`src/rtl/dist_board_pkg.sv`:
```
// Shared types and defaults for the serial transmit arbitration logic.
package dist_board_pkg;

    typedef logic [7:0] byte_t;

    // Byte sequencing states of the transmit arbiter.
    typedef enum logic [2:0] {
        ST_IDLE    = 3'd0,
        ST_FETCH   = 3'd1,
        ST_START   = 3'd2,
        ST_WAIT_HI = 3'd3,
        ST_WAIT_LO = 3'd4
    } tx_state_t;

    localparam int DEF_BUSY_WAIT = 4;
    localparam int DEF_MAX_PKT   = 64;
    localparam int BYTE_CNT_W    = 8;

    // Width of an index able to address n requesters (at least one bit).
    function automatic int idx_w(input int n);
        return (n > 1) ? $clog2(n) : 1;
    endfunction

endpackage

```
`src/rtl/rr_arbiter.sv`:
```
// Combinational round-robin arbiter: picks the first requester found searching
// cyclically upward from the one after last_grant_i.
module rr_arbiter
    import dist_board_pkg::*;
#(
    parameter int NREQ = 3,
    parameter int IW   = idx_w(NREQ)
) (
    input  logic [NREQ-1:0] req_i,
    input  logic [IW-1:0]   last_grant_i,
    output logic [NREQ-1:0] gnt_o,
    output logic [IW-1:0]   gnt_idx_o,
    output logic            any_o
);

    // Walk the requesters in priority order starting just after the last owner.
    always_comb begin
        logic found;
        int   idx;
        gnt_o     = '0;
        gnt_idx_o = '0;
        any_o     = |req_i;
        found     = 1'b0;
        idx       = 0;
        for (int k = 1; k <= NREQ; k++) begin
            idx = (int'(last_grant_i) + k) % NREQ;
            if (!found && req_i[idx]) begin
                found          = 1'b1;
                gnt_o[idx]     = 1'b1;
                gnt_idx_o      = IW'(idx);
            end
        end
    end

endmodule

```
`src/rtl/serial_tx_arbiter.sv`:
```
// Shares one UART transmitter between NREQ byte-stream requesters with
// packet-atomic round-robin arbitration and a per-byte start/busy handshake.
module serial_tx_arbiter
    import dist_board_pkg::*;
#(
    parameter int NREQ      = 3,
    parameter int BUSY_WAIT = DEF_BUSY_WAIT,
    parameter int MAX_PKT   = DEF_MAX_PKT
) (
    input  logic              clk,
    input  logic              rst_n,
    input  logic [NREQ-1:0]   req_valid,
    input  logic [8*NREQ-1:0] req_data,
    input  logic [NREQ-1:0]   req_last,
    output logic [NREQ-1:0]   req_ready,
    input  logic              tx_busy,
    output logic              tx_start,
    output logic [7:0]        tx_data,
    output logic [NREQ-1:0]   grant,
    output logic              pkt_done,
    output logic              overlen_err
);

    localparam int IW = idx_w(NREQ);
    localparam int WW = (BUSY_WAIT > 1) ? $clog2(BUSY_WAIT) : 1;
    localparam logic [BYTE_CNT_W-1:0] MAX_CNT = BYTE_CNT_W'(MAX_PKT);

    tx_state_t             state_q, state_d;
    logic [NREQ-1:0]       grant_q, grant_d;
    logic [IW-1:0]         gidx_q, gidx_d;
    logic [IW-1:0]         last_grant_q, last_grant_d;
    logic [BYTE_CNT_W-1:0] byte_cnt_q, byte_cnt_d;
    logic [WW-1:0]         wait_cnt_q, wait_cnt_d;
    logic                  last_flag_q, last_flag_d;
    byte_t                 tx_data_q, tx_data_d;

    logic [NREQ-1:0]       arb_gnt;
    logic [IW-1:0]         arb_idx;
    logic                  arb_any;
    logic                  release_pkt;

    byte_t                 req_bytes [NREQ];

    // Split the flat data bus into one byte lane per requester.
    for (genvar gi = 0; gi < NREQ; gi++) begin : g_lanes
        assign req_bytes[gi] = req_data[8*gi +: 8];
    end

    rr_arbiter #(
        .NREQ (NREQ),
        .IW   (IW)
    ) u_rr_arbiter (
        .req_i        (req_valid),
        .last_grant_i (last_grant_q),
        .gnt_o        (arb_gnt),
        .gnt_idx_o    (arb_idx),
        .any_o        (arb_any)
    );

    // State and datapath registers; reset abandons any packet in flight.
    always_ff @(posedge clk or negedge rst_n) begin
        if (!rst_n) begin
            state_q      <= ST_IDLE;
            grant_q      <= '0;
            gidx_q       <= '0;
            last_grant_q <= IW'(NREQ - 1);
            byte_cnt_q   <= '0;
            wait_cnt_q   <= '0;
            last_flag_q  <= 1'b0;
            tx_data_q    <= '0;
        end else begin
            state_q      <= state_d;
            grant_q      <= grant_d;
            gidx_q       <= gidx_d;
            last_grant_q <= last_grant_d;
            byte_cnt_q   <= byte_cnt_d;
            wait_cnt_q   <= wait_cnt_d;
            last_flag_q  <= last_flag_d;
            tx_data_q    <= tx_data_d;
        end
    end

    // Next-state logic plus the pulse outputs that depend on the current state.
    always_comb begin
        state_d      = state_q;
        grant_d      = grant_q;
        gidx_d       = gidx_q;
        last_grant_d = last_grant_q;
        byte_cnt_d   = byte_cnt_q;
        wait_cnt_d   = wait_cnt_q;
        last_flag_d  = last_flag_q;
        tx_data_d    = tx_data_q;
        req_ready    = '0;
        pkt_done     = 1'b0;
        overlen_err  = 1'b0;
        release_pkt  = 1'b0;

        case (state_q)
            ST_IDLE: begin
                if (arb_any) begin
                    grant_d    = arb_gnt;
                    gidx_d     = arb_idx;
                    byte_cnt_d = '0;
                    state_d    = ST_FETCH;
                end
            end

            ST_FETCH: begin
                // The owner keeps the grant even while its valid is low.
                if (req_valid[gidx_q] && !tx_busy) begin
                    req_ready   = grant_q;
                    tx_data_d   = req_bytes[gidx_q];
                    last_flag_d = req_last[gidx_q];
                    if (byte_cnt_q < MAX_CNT) begin
                        byte_cnt_d = byte_cnt_q + 1'b1;
                    end
                    state_d = ST_START;
                end
            end

            ST_START: begin
                wait_cnt_d = '0;
                state_d    = ST_WAIT_HI;
            end

            ST_WAIT_HI: begin
                // A UART that never raises busy is assumed to have taken the byte.
                wait_cnt_d = wait_cnt_q + 1'b1;
                if (tx_busy || (wait_cnt_q == WW'(BUSY_WAIT - 1))) begin
                    state_d = ST_WAIT_LO;
                end
            end

            ST_WAIT_LO: begin
                if (!tx_busy) begin
                    if (last_flag_q) begin
                        release_pkt = 1'b1;
                    end else if (byte_cnt_q == MAX_CNT) begin
                        release_pkt = 1'b1;
                        overlen_err = 1'b1;
                    end else begin
                        state_d = ST_FETCH;
                    end
                end
            end

            default: begin
                state_d = ST_IDLE;
                grant_d = '0;
            end
        endcase

        if (release_pkt) begin
            pkt_done     = 1'b1;
            last_grant_d = gidx_q;
            grant_d      = '0;
            state_d      = ST_IDLE;
        end
    end

    assign tx_start = (state_q == ST_START);
    assign tx_data  = tx_data_q;
    assign grant    = grant_q;

endmodule

```
`config.mk`:
```
export PLATFORM = sky130hd
export DESIGN_NAME = serial_tx_arbiter
export DESIGN_NICKNAME = d
export VERILOG_FILES = /design/src/rtl/dist_board_pkg.sv /design/src/rtl/rr_arbiter.sv /design/src/rtl/serial_tx_arbiter.sv
export SDC_FILE = /design/constraint.sdc
export NUM_CORES = 1
export LEC_CHECK = 0
export CORE_MARGIN = 1
export CORE_UTILIZATION = 44
export DETAILED_ROUTE_END_ITERATION = 8
export GPL_TIMING_DRIVEN = 0
export MAX_ROUTING_LAYER = met4
export PLACE_DENSITY = 0.74
export SLEW_MARGIN = 30
export SYNTH_ARGS = -nofsm -noshare
export SYNTH_HDL_FRONTEND = slang
export SYNTH_SLANG_ARGS = --single-unit
```
`constraint.sdc`:
```
create_clock -name clk -period 1.8 [get_ports clk]
set_clock_uncertainty 0.2 [all_clocks]
set_input_delay 0.18 -clock clk [delete_from_list [all_inputs] [get_ports clk]]
set_output_delay 0.18 -clock clk [all_outputs]
set_load 0.01 [all_outputs]
```
==> impl_metrics.json <==
{
  "cap_violations": 0,
  "worst_slew_pin_slew_ns": 0.685,
  "cts-buffers-inserted": 5,
  "yosys_warnings": 0,
  "cp-end-kind": "flip-flop",
  "synth_ff_type": "dfrtp_1",
  "worst-setup-path-type": "flip-flop to flip-flop",
  "std_cell_rows": 23,
  "async_flop_share_pct": 100,
  "synth-edff-count": 0,
  "whs_path_depth": 3,
  "ys_seq_area_share_pct": 38.0,
  "ys_ff_latch": 29,
  "hold_path_startpoint": "req_valid[2]",
  "fp.dieW_um": 67.9,
  "synthMuxAreaShare_pct": 6.35,
  "synth_top_family_by_area": "simple AND/OR/NAND/NOR gates",
  "r2r_cells": 7,
  "cts_buffer_depth": 2,
  "setup_slack_ns": -0.171,
  "antenna_found_initial": 0,
  "diodes": 0,
  "synth_nets": 257,
  "die_h_um": 67.9,
  "clkTransAtPathRegs_ns": 0.07,
  "hold_violations": 0,
  "grt_pass1_vias": 1824,
  "fin_nets": 343,
  "startpoint_type": "flip-flop",
  "crit_fanout": 5,
  "worst_path_largest_cell_delay_ns": 0.59,
  "r2r_end": "grant[0]",
  "syn_avg_cell_area_um2": 8.80,
  "rrSetupSlack_ns": -0.17,
  "io_pins": 50,
  "cts_tree": "done",
  "routed_via_density": 5.73,
  "synth-xor-area-share_pct": 2.29,
  "required_ns": 1.82,
  "netlist_instances": 217,
  "routed_wl_mm": 6.35,
  "insertion_delay_ns": 0.28,
  "dp_hpwl_mm": 3.45,
  "power_leakage_nw": 1.31,
  "vdd_ir_drop_max_v": 0.000689,
  "synthAdderAreaFrac_pct": 4.58,
  "vias": 2027,
  "drtIter0Drc": 121,
  "drive_gt1_share_pct": 33.9,
  "r2r-start": "last_grant_q[1]",
  "critical_path_buf_inv_count": 2,
  "rsz0062_at_grt": "true",
  "yosys.area_share.simple_pct": 23.8,
  "tns_ns": -1.11,
  "synth_compound_area_share_pct": 20.2,
  "grt_pass1_wl_mm": 8.57,
  "finalCriticalPeriod_ns": 1.97,
  "holdPathEnd": "gidx_q[1]",
  "violations": "setup timing",
  "clockRootBuffer": "clkbuf_8",
  "maxSlewHeadroom_pct": 54.3,
  "start_util_pct": 46.8,
  "die-area_um2": 4610,
  "ant_nets": 0,
  "wl_per_cell_um": 17.9,
  "worstSetupStartpoint": "last_grant_q[1]",
  "cts_sinks": 29,
  "fin_crit_sh_pct": 110,
  "finalSetupViolations": 18,
  "htree_levels": 2,
  "fillCellCount": 275,
  "p_per_area_nw_per_um2": 1530,
  "grt_max_degree": 30,
  "hold_path.class": "primary input to flip-flop",
  "cp.arrival_ns": 1.99,
  "track_usage_pct": 26.0,
  "slowest_stage": "dfstp_2",
  "drc": 0,
  "path_delay_family": "flip-flops",
  "crit_path_cell_trace": "inv_4 > ha_4 > mux2i_2 > nand2b_1 > buf_4 > o211ai_1 > a22o_1",
  "core-area_um2": 4090,
  "syn_to_final_growth_pct": 61.0,
  "syn-cell-area_um2": 1910,
  "hold_slack_ns": 0.108,
  "grt_overflow": 0,
  "dr.pass1.iters": 4,
  "gp_congestion": 0.849,
  "synth_cell_types": 47,
  "maxClockFrequency_mhz": 507,
  "finalMaxSlewViolations": 0,
  "io_buffer_count": 48,
  "status": "finished with violations"
}
## report_power, final
group / internal (mW) / switching [mW]
sequential: 0.901 / 0.219
combinational: 1.46 / 1.41
clock: 0.451 / 0.260
## worst reg2reg max path: stages, from the launching register on
cell      delay [ns]
dfstp_2         0.59
inv_4           0.06
ha_4            0.17
mux2i_2         0.21
nand2b_1        0.18
buf_4           0.17
o211ai_1        0.17
a22o_1          0.14
## state kept, by name (all words and copies together) (netlist names)
signal        count
byte_cnt_q        8
tx_data           8
grant             3
state_q           3
gidx_q            2
last_grant_q      2
wait_cnt_q        2
last_flag_q       1
## layout by cell type (no fill, tap or decap), drive strengths merged, types with 2 or more instances in the layout
master	n
nor2	20
mux2i	11
nand2	26
a22o	5
o21ai	25
nor2b	4
or3	2
clkdlybuf4s50	38
and2	2
nand4	2
dlygate4sd2	3
clkbuf	10
o2111ai	2
and3	3
dfrtp	28
inv	8
nand3	5
nor4b	3
nor3	5
o211a	3
nand3b	3
buf	45
xnor2	5
nand2b	4
a21oi	14
nor3b	2
o211ai	5
ha	7
## synthesized netlist by cell type, types with 6 or more instances
cell type | count | area (um^2)
buf_2 | 6 | 30.0
ha_1 | 7 | 87.6
nor2_1 | 20 | 75.1
inv_1 | 8 | 30.0
o21ai_0 | 22 | 110
nand2_1 | 26 | 97.6
dfrtp_1 | 28 | 701
mux2i_1 | 11 | 110
a21oi_1 | 14 | 70.1
## per-layer routing
metal / vias up / global-route usage [%] / part of all wire (%)
li1: 953 / - / -
met1: 994 / 32.1 / 41
met2: 64 / 42.2 / 51
met3: 16 / 2.67 / 4.6
met4: 0 / 13.0 / 3.3
met5: - / - / 0
## worst max-delay path by stage
stage | to | slack (ns) | cells after the start
6_report | grant[0] | -0.17 | 7
3_3_place_gp | req_ready[2] | -0.99 | 6
2_1_floorplan | grant[0] | -0.04 | 7
5_1_grt | grant[0] | -0.26 | 7
3_5_place_dp | req_ready[2] | -1.00 | 6
4_1_cts | grant[0] | -0.12 | 7
## logic make-up after synthesis
group	Yosys count
flops	29
compound gates	61
mux	12
simple gates	84
xor+xnor	5
buf+inv	19
fa+ha+maj	7
## per-stage QoR
stage	setup WS (ns)	area [um^2]	std cells	power, mW	utilization, %
after floorplan	-0.0397	1990	217	2.37	-
after global placement	-0.986	2530	315	2.99	62.0
after detailed placement	-1.00	2530	315	3.02	61.8
after CTS	-0.122	2940	348	4.23	72.0
after global routing	-0.257	3080	354	4.97	75.3
final	-0.171	3080	354	4.70	75.3
## cell type report
cell class	instances	area (um^2)	area share (%)
tap	50	62.6	2.03
inverter	8	32.5	1.06
timing repair buffer	83	759	24.7
clock inverter	1	30.0	0.976
sequential	29	731	23.8
clock buffer	7	86.3	2.81
buffer	7	45.0	1.46
multi-input combinational	169	1330	43.2
## repair_timing
action	in CTS	in global routing
endpoints found under the hold margin	28	0
cloned	0	1
gates resized for setup	58	27
setup endpoints to repair	29	29
setup buffers	27	6
hold buffers	1	0
pin swaps	17	15
No activity file was read; power rests on OpenSTA's default activity.
